`config.mk`:
```
export PLATFORM = sky130hd
export DESIGN_NAME = fre_div_ctrl
export DESIGN_NICKNAME = d
export VERILOG_FILES = /design/src/rtl/fre_div_pkg.sv /design/src/rtl/fre_div_cnt.sv /design/src/rtl/fre_div_ctrl.sv
export SDC_FILE = /design/constraint.sdc
export NUM_CORES = 1
export LEC_CHECK = 0
export ABC_AREA = 1
export BUFFER_PORTS_ARGS = -buffer_cell sky130_fd_sc_hd__buf_4
export CAP_MARGIN = 20
export CORE_ASPECT_RATIO = 0.7
export CORE_MARGIN = 5
export CORE_UTILIZATION = 40
export DETAILED_ROUTE_END_ITERATION = 12
export PLACE_DENSITY = 0.64
export REMOVE_ABC_BUFFERS = 1
export SETUP_SLACK_MARGIN = 0.15
export SYNTH_ARGS = -nofsm -noshare
export SYNTH_HDL_FRONTEND = slang
export SYNTH_SLANG_ARGS = --single-unit
```
`constraint.sdc`:
```
create_clock -name clk -period 5.33 [get_ports clk]
set_input_delay 1.3325 -clock clk [delete_from_list [all_inputs] [get_ports clk]]
set_output_delay 1.3325 -clock clk [all_outputs]
set_load 0.02 [all_outputs]
```
`src/rtl/fre_div_pkg.sv`:
```
// fre_div_pkg: shared state encoding, ratio floor and duty helper for the divider controller
package fre_div_pkg;
  typedef enum logic [1:0] {IDLE, RUN, PEND, DRAIN} state_t;
  localparam int MIN_DIV = 2;
  function automatic int unsigned high_time(input int unsigned n);
    return n - n / 2;
  endfunction
endpackage

```
`src/rtl/fre_div_cnt.sv`:
```
// fre_div_cnt: period counter with registered boundary flag and duty compare
module fre_div_cnt import fre_div_pkg::*; #(
  parameter int DIV_W = 8
) (
  input  logic             clk,
  input  logic             rst_n,
  input  logic             run,
  input  logic [DIV_W-1:0] div,
  input  logic             restart,
  output logic [DIV_W-1:0] cnt,
  output logic             last,
  output logic             hi
);
  logic [DIV_W-1:0] r_cnt, w_cnt_nxt;
  logic             r_last, r_hi;
  assign w_cnt_nxt = (!run || restart || r_last) ? '0 : r_cnt + 1'b1;
  // run/div describe the coming cycle, so hi and last line up with the registered count
  always_ff @(posedge clk or negedge rst_n) begin
    if (!rst_n) begin
      r_cnt  <= '0;
      r_last <= 1'b0;
      r_hi   <= 1'b0;
    end else begin
      r_cnt  <= w_cnt_nxt;
      r_last <= run && (w_cnt_nxt == div - 1'b1);
      r_hi   <= run && (w_cnt_nxt < DIV_W'(high_time(32'(div))));
    end
  end
  assign cnt  = r_cnt;
  assign last = r_last;
  assign hi   = r_hi;
endmodule

```
`src/rtl/fre_div_ctrl.sv`:
```
// fre_div_ctrl: runtime-programmable clock divider with boundary-aligned ratio and enable changes
module fre_div_ctrl import fre_div_pkg::*; #(
  parameter int DIV_W   = 8,
  parameter int MAX_DIV = 255,
  parameter int RST_DIV = 2
) (
  input  logic             clk,
  input  logic             rst_n,
  input  logic             en,
  input  logic             cfg_valid,
  input  logic [DIV_W-1:0] cfg_div,
  output logic             cfg_ready,
  output logic             cfg_err,
  output logic [DIV_W-1:0] cur_div,
  output logic             clk_d,
  output logic             tick,
  output logic             busy
);
  state_t           r_state, w_state_nxt;
  logic [DIV_W-1:0] r_cur_div, r_pend_div, w_div_nxt, w_pend_nxt, w_cnt;
  logic             r_cfg_err, w_xfer, w_legal, w_ok, w_last, w_hi, w_unused_cnt;
  assign w_xfer  = cfg_valid && (r_state != PEND);
  assign w_legal = (cfg_div >= DIV_W'(MIN_DIV)) && (cfg_div <= DIV_W'(MAX_DIV));
  assign w_ok    = w_xfer && w_legal;
  // next state and ratio; w_last marks the final cycle of the current divided period
  always_comb begin
    w_state_nxt = r_state;
    w_div_nxt   = r_cur_div;
    w_pend_nxt  = r_pend_div;
    case (r_state)
      IDLE: begin
        if (w_ok) w_div_nxt = cfg_div;
        if (en) w_state_nxt = RUN;
      end
      RUN: begin
        if (w_ok) begin
          w_pend_nxt  = cfg_div;
          w_state_nxt = PEND;
        end else if (!en) w_state_nxt = w_last ? IDLE : DRAIN;
      end
      PEND: begin
        if (w_last) begin
          w_div_nxt   = r_pend_div;
          w_state_nxt = en ? RUN : IDLE;
        end
      end
      DRAIN: begin
        if (w_last) begin
          if (w_ok) w_div_nxt = cfg_div;
          w_state_nxt = en ? RUN : IDLE;
        end else if (w_ok) begin
          w_pend_nxt  = cfg_div;
          w_state_nxt = PEND;
        end else if (en) w_state_nxt = RUN;
      end
      default: w_state_nxt = IDLE;
    endcase
  end
  // control registers; reset drops any pending ratio
  always_ff @(posedge clk or negedge rst_n) begin
    if (!rst_n) begin
      r_state    <= IDLE;
      r_cur_div  <= DIV_W'(RST_DIV);
      r_pend_div <= '0;
      r_cfg_err  <= 1'b0;
    end else begin
      r_state    <= w_state_nxt;
      r_cur_div  <= w_div_nxt;
      r_pend_div <= w_pend_nxt;
      r_cfg_err  <= w_xfer && !w_legal;
    end
  end
  fre_div_cnt #(.DIV_W(DIV_W)) u_cnt (
    .clk     (clk),
    .rst_n   (rst_n),
    .run     (w_state_nxt != IDLE),
    .div     (w_div_nxt),
    .restart (r_state == IDLE),
    .cnt     (w_cnt),
    .last    (w_last),
    .hi      (w_hi)
  );
  assign w_unused_cnt = ^w_cnt;
  assign cfg_ready    = (r_state != PEND);
  assign busy         = (r_state != IDLE);
  assign cfg_err      = r_cfg_err;
  assign cur_div      = r_cur_div;
  assign clk_d        = w_hi;
  assign tick         = w_last;
endmodule
```
==> results.py <==
metrics = {
    "outcome": {
        "run_status": "finished clean",
    },
    "clock_tree": {
        "cts-htree-levels": 2,
        "cts_tree": "done",
        "cts_hold_repair.buffers": 0,
        "insertion_delay_ps": 280,
        "cts.root.buffer_cell": "sky130_fd_sc_hd__clkbuf_8",
        "clk_pin_slew_ps": 60,
        "cts_sink_count": 29,
        "cts.repair.resized": 0,
        "post_cts.repair.setup_buffers": 0,
        "clk_path_buf_depth": 2,
        "tritoncts.num_buffers": 5,
    },
    "finish": {
        "mostFrequentLayoutCell": "sky130_fd_sc_hd__nand2_1",
        "utilization": 0.4802,
        "final.fill_count": 630,
        "post_route_cells_drive_above_1_share": 0.1221,
        "finish.net_count": 428,
        "areaGrowthSynthToFinish_pct": 14.74,
        "n_antenna_cell": 0,
        "layout_common_cells": "99 x sky130_fd_sc_hd__nand2_1, 56 x sky130_fd_sc_hd__inv_1, 42 x sky130_fd_sc_hd__nand3_1, 32 x sky130_fd_sc_hd__nor2_1, 29 x sky130_fd_sc_hd__buf_4",
    },
    "place": {
        "dp.final_hpwl_um": 5003,
        "placement.io_buffers": 24,
        "gp_congestion": 0.8561,
    },
    "hold_path": {
        "hold-path-cell-count": 2,
        "worst_hold_path_type": "flop to flop",
    },
    "synthesis": {
        "syn_avg_cell_area_um2": 6.754,
        "synth_cell_types": 30,
        "synth_edf_count": 0,
        "synth.yosys.seq_area_share": 0.2973,
        "synth_top_cell_by_area": "sky130_fd_sc_hd__dfrtp_1",
        "yosys-top-cells-area": "sky130_fd_sc_hd__dfrtp_1 29%, sky130_fd_sc_hd__nand2_1 15%, sky130_fd_sc_hd__ha_1 12%",
        "postSynth.asyncResetShare": 1.000,
        "synth_largest_type_area_fraction": 0.2866,
        "yosys_warnings": 0,
        "synth.ff_latch_count": 29,
        "synth_ff_type": "sky130_fd_sc_hd__dfrtp_1",
        "syn_inst_count": 362,
        "synth.cell_area_mm2": 0.002445,
    },
    "setup_path": {
        "cpPeakStageDelay_ps": 330,
        "cp_num_buf_inv": 3,
        "timing.critical_path.required_ps": 5530,
        "critical_path_cell_count": 22,
        "critPathCaptureType": "flop",
        "worstReg2RegEnd": "u_cnt.hi",
        "cp_top_family": "compound AO/OA/AOI/OAI gates",
        "critPathMaxFanout": 5,
        "timing.rr.start": "r_state[0]",
        "path_cells": "buf_4, nor2_1, nand2_1, o21ai_2, nand2_1, o21ai_0, inv_1, nor2_1, o21ai_0, a22oi_1, inv_1, ha_1, o31ai_1, a21oi_1, o21ai_0, a21o_1, a21oi_1, xor2_1, ha_1, a21oi_1, o21ai_0, a211oi_1",
        "critical_path_end": "u_cnt.hi",
        "ff2ff_path_depth": 20,
        "timing.critical_path.slowest_stage_cell": "sky130_fd_sc_hd__o31ai_1",
        "worst_ep_arrival_time_ps": 4770,
        "r2r_slack_ps": 1220,
        "worstSetupPathType": "input port to flop",
        "timing.critical_path.from_type": "input port",
        "crit_start": "cfg_div[6]",
        "crit_top_cell": "sky130_fd_sc_hd__o21ai_0",
    },
    "floorplanning": {
        "die_width_um": 103.4,
        "core_area_mm2": 0.005842,
        "initial_core_util": 0.4185,
        "die_h_um": 75.41,
        "io_pins": 25,
        "die_outline_area_mm2": 0.007800,
        "rows": 23,
    },
    "sta": {
        "finClkSkew_ps": 4.444,
        "relSlewSlack": 0.6890,
        "timing.final.crit_share": 0.8581,
        "period_needed_ps": 4574,
        "final_hold_viol_count": 0,
        "fin_setup_tns_ps": 0,
        "report.final.slew_viol_count": 0,
        "rsz0062_at_grt": "false",
        "worstMarginPinSlew_ps": 463.4,
        "setup_viol": 0,
        "fmax_ghz": 0.2186,
    },
    "detailed_routing": {
        "detail_route.wirelength_um": 6243,
        "route.vias.total": 2383,
        "drt-initial-drc-count": 165,
        "vias_per_cell": 5.092,
        "postRouteAntennaNets": 0,
        "dr.pass1.iters": 5,
        "avgRoutedWirePerCell_um": 13.34,
        "drc": 0,
    },
    "grt": {
        "largest_net_degree_at_the_start_of_global_routing": 30,
        "grt_overflow": 0,
        "antenna_violations_before_repair": 0,
        "groute.usage.overall": 0.1797,
        "first_global_vias": 2244,
        "wire_length_of_the_first_global_routing_pass_um": 10730,
    },
    "flow_run": {
        "drv.max_cap_violation_count": 0,
    },
}
## synth_stat cells (4+ instances only)
cell type,count
sky130_fd_sc_hd__nand3_1,42
sky130_fd_sc_hd__nor2_1,32
sky130_fd_sc_hd__a21oi_1,21
sky130_fd_sc_hd__mux2_2,4
sky130_fd_sc_hd__xor2_1,5
sky130_fd_sc_hd__nor2_4,4
sky130_fd_sc_hd__buf_2,4
sky130_fd_sc_hd__ha_1,23
sky130_fd_sc_hd__o21ai_0,21
sky130_fd_sc_hd__nand2_1,99
sky130_fd_sc_hd__dfrtp_1,28
sky130_fd_sc_hd__inv_1,56
## state kept, by name, indices dropped and copies added (netlist names)
signal,cells
r_state,2
cur_div,8
u_cnt.last,1
u_cnt.hi,1
r_pend_div,8
cfg_err,1
u_cnt.cnt,8
## metrics by stage
step	hold WS, ps	std cells	setup slack, ps	instance area [um2]
floorplan	453.3	356	711.3	2414
global placement	473.9	460	620.0	2725
detailed placement	486.5	460	535.4	2725
CTS	505.7	468	813.8	2805
global route	524.5	468	363.2	2805
finish	502.8	468	756.4	2805
## how the worst min path moves through the flow
stage                     slack (ps)       endpoint           from
final                            500  r_pend_div[0]  r_pend_div[0]
after global routing             520  r_pend_div[7]  r_pend_div[7]
after CTS                        510  r_pend_div[1]  r_pend_div[1]
after detailed placement         490  r_pend_div[0]  r_pend_div[0]
after global placement           470  r_pend_div[4]  r_pend_div[4]
after floorplan                  450  r_pend_div[1]  r_pend_div[1]
## per-layer routing
layer  wire (um)  part of all wire  global-route usage
met4          60            0.0096             0.04885
met2        2436              0.39              0.2592
met5           0                 0                   0
met3         354             0.057             0.03294
met1        3393              0.54              0.2732
## kinds of logic (layout without fill, tap and decap cells)
kind of cell               Yosys count  after routing  share of synthesized area
xor gates and xnor gates             7              7                    0.02508
buffers and inverters               65             96                     0.1034
muxes                                4              4                    0.01842
and+or+nand+nor                    182            182                     0.3178
DFF                                 29             29                     0.2973
AOI/OAI and AO/OA                   51             51                     0.1121
adders and majority gates           24             24                     0.1259
## cell type report
class                      instances  area (um2)  area share
timing repair buffer              29       217.7     0.07761
clock buffer                       8       80.08     0.02855
inverter                          59       221.5     0.07895
sequential                        29       726.9      0.2591
multi-input combinational        268        1465      0.5223
tap                               75       93.84     0.03345
## worst register-to-register path, delay by kind of cell (launching register included)
family                     cells  cell delay [ps]
AOI/OAI and AO/OA             12             2050
xor gates and xnor gates       1              140
adders and majority gates      2              590
buffers and inverters          2              160
DFF                            1              630
and+or+nand+nor                3              430
Power is not shown: default switching activity piles up to over one toggle a cycle in this logic, so the estimate is an artifact.
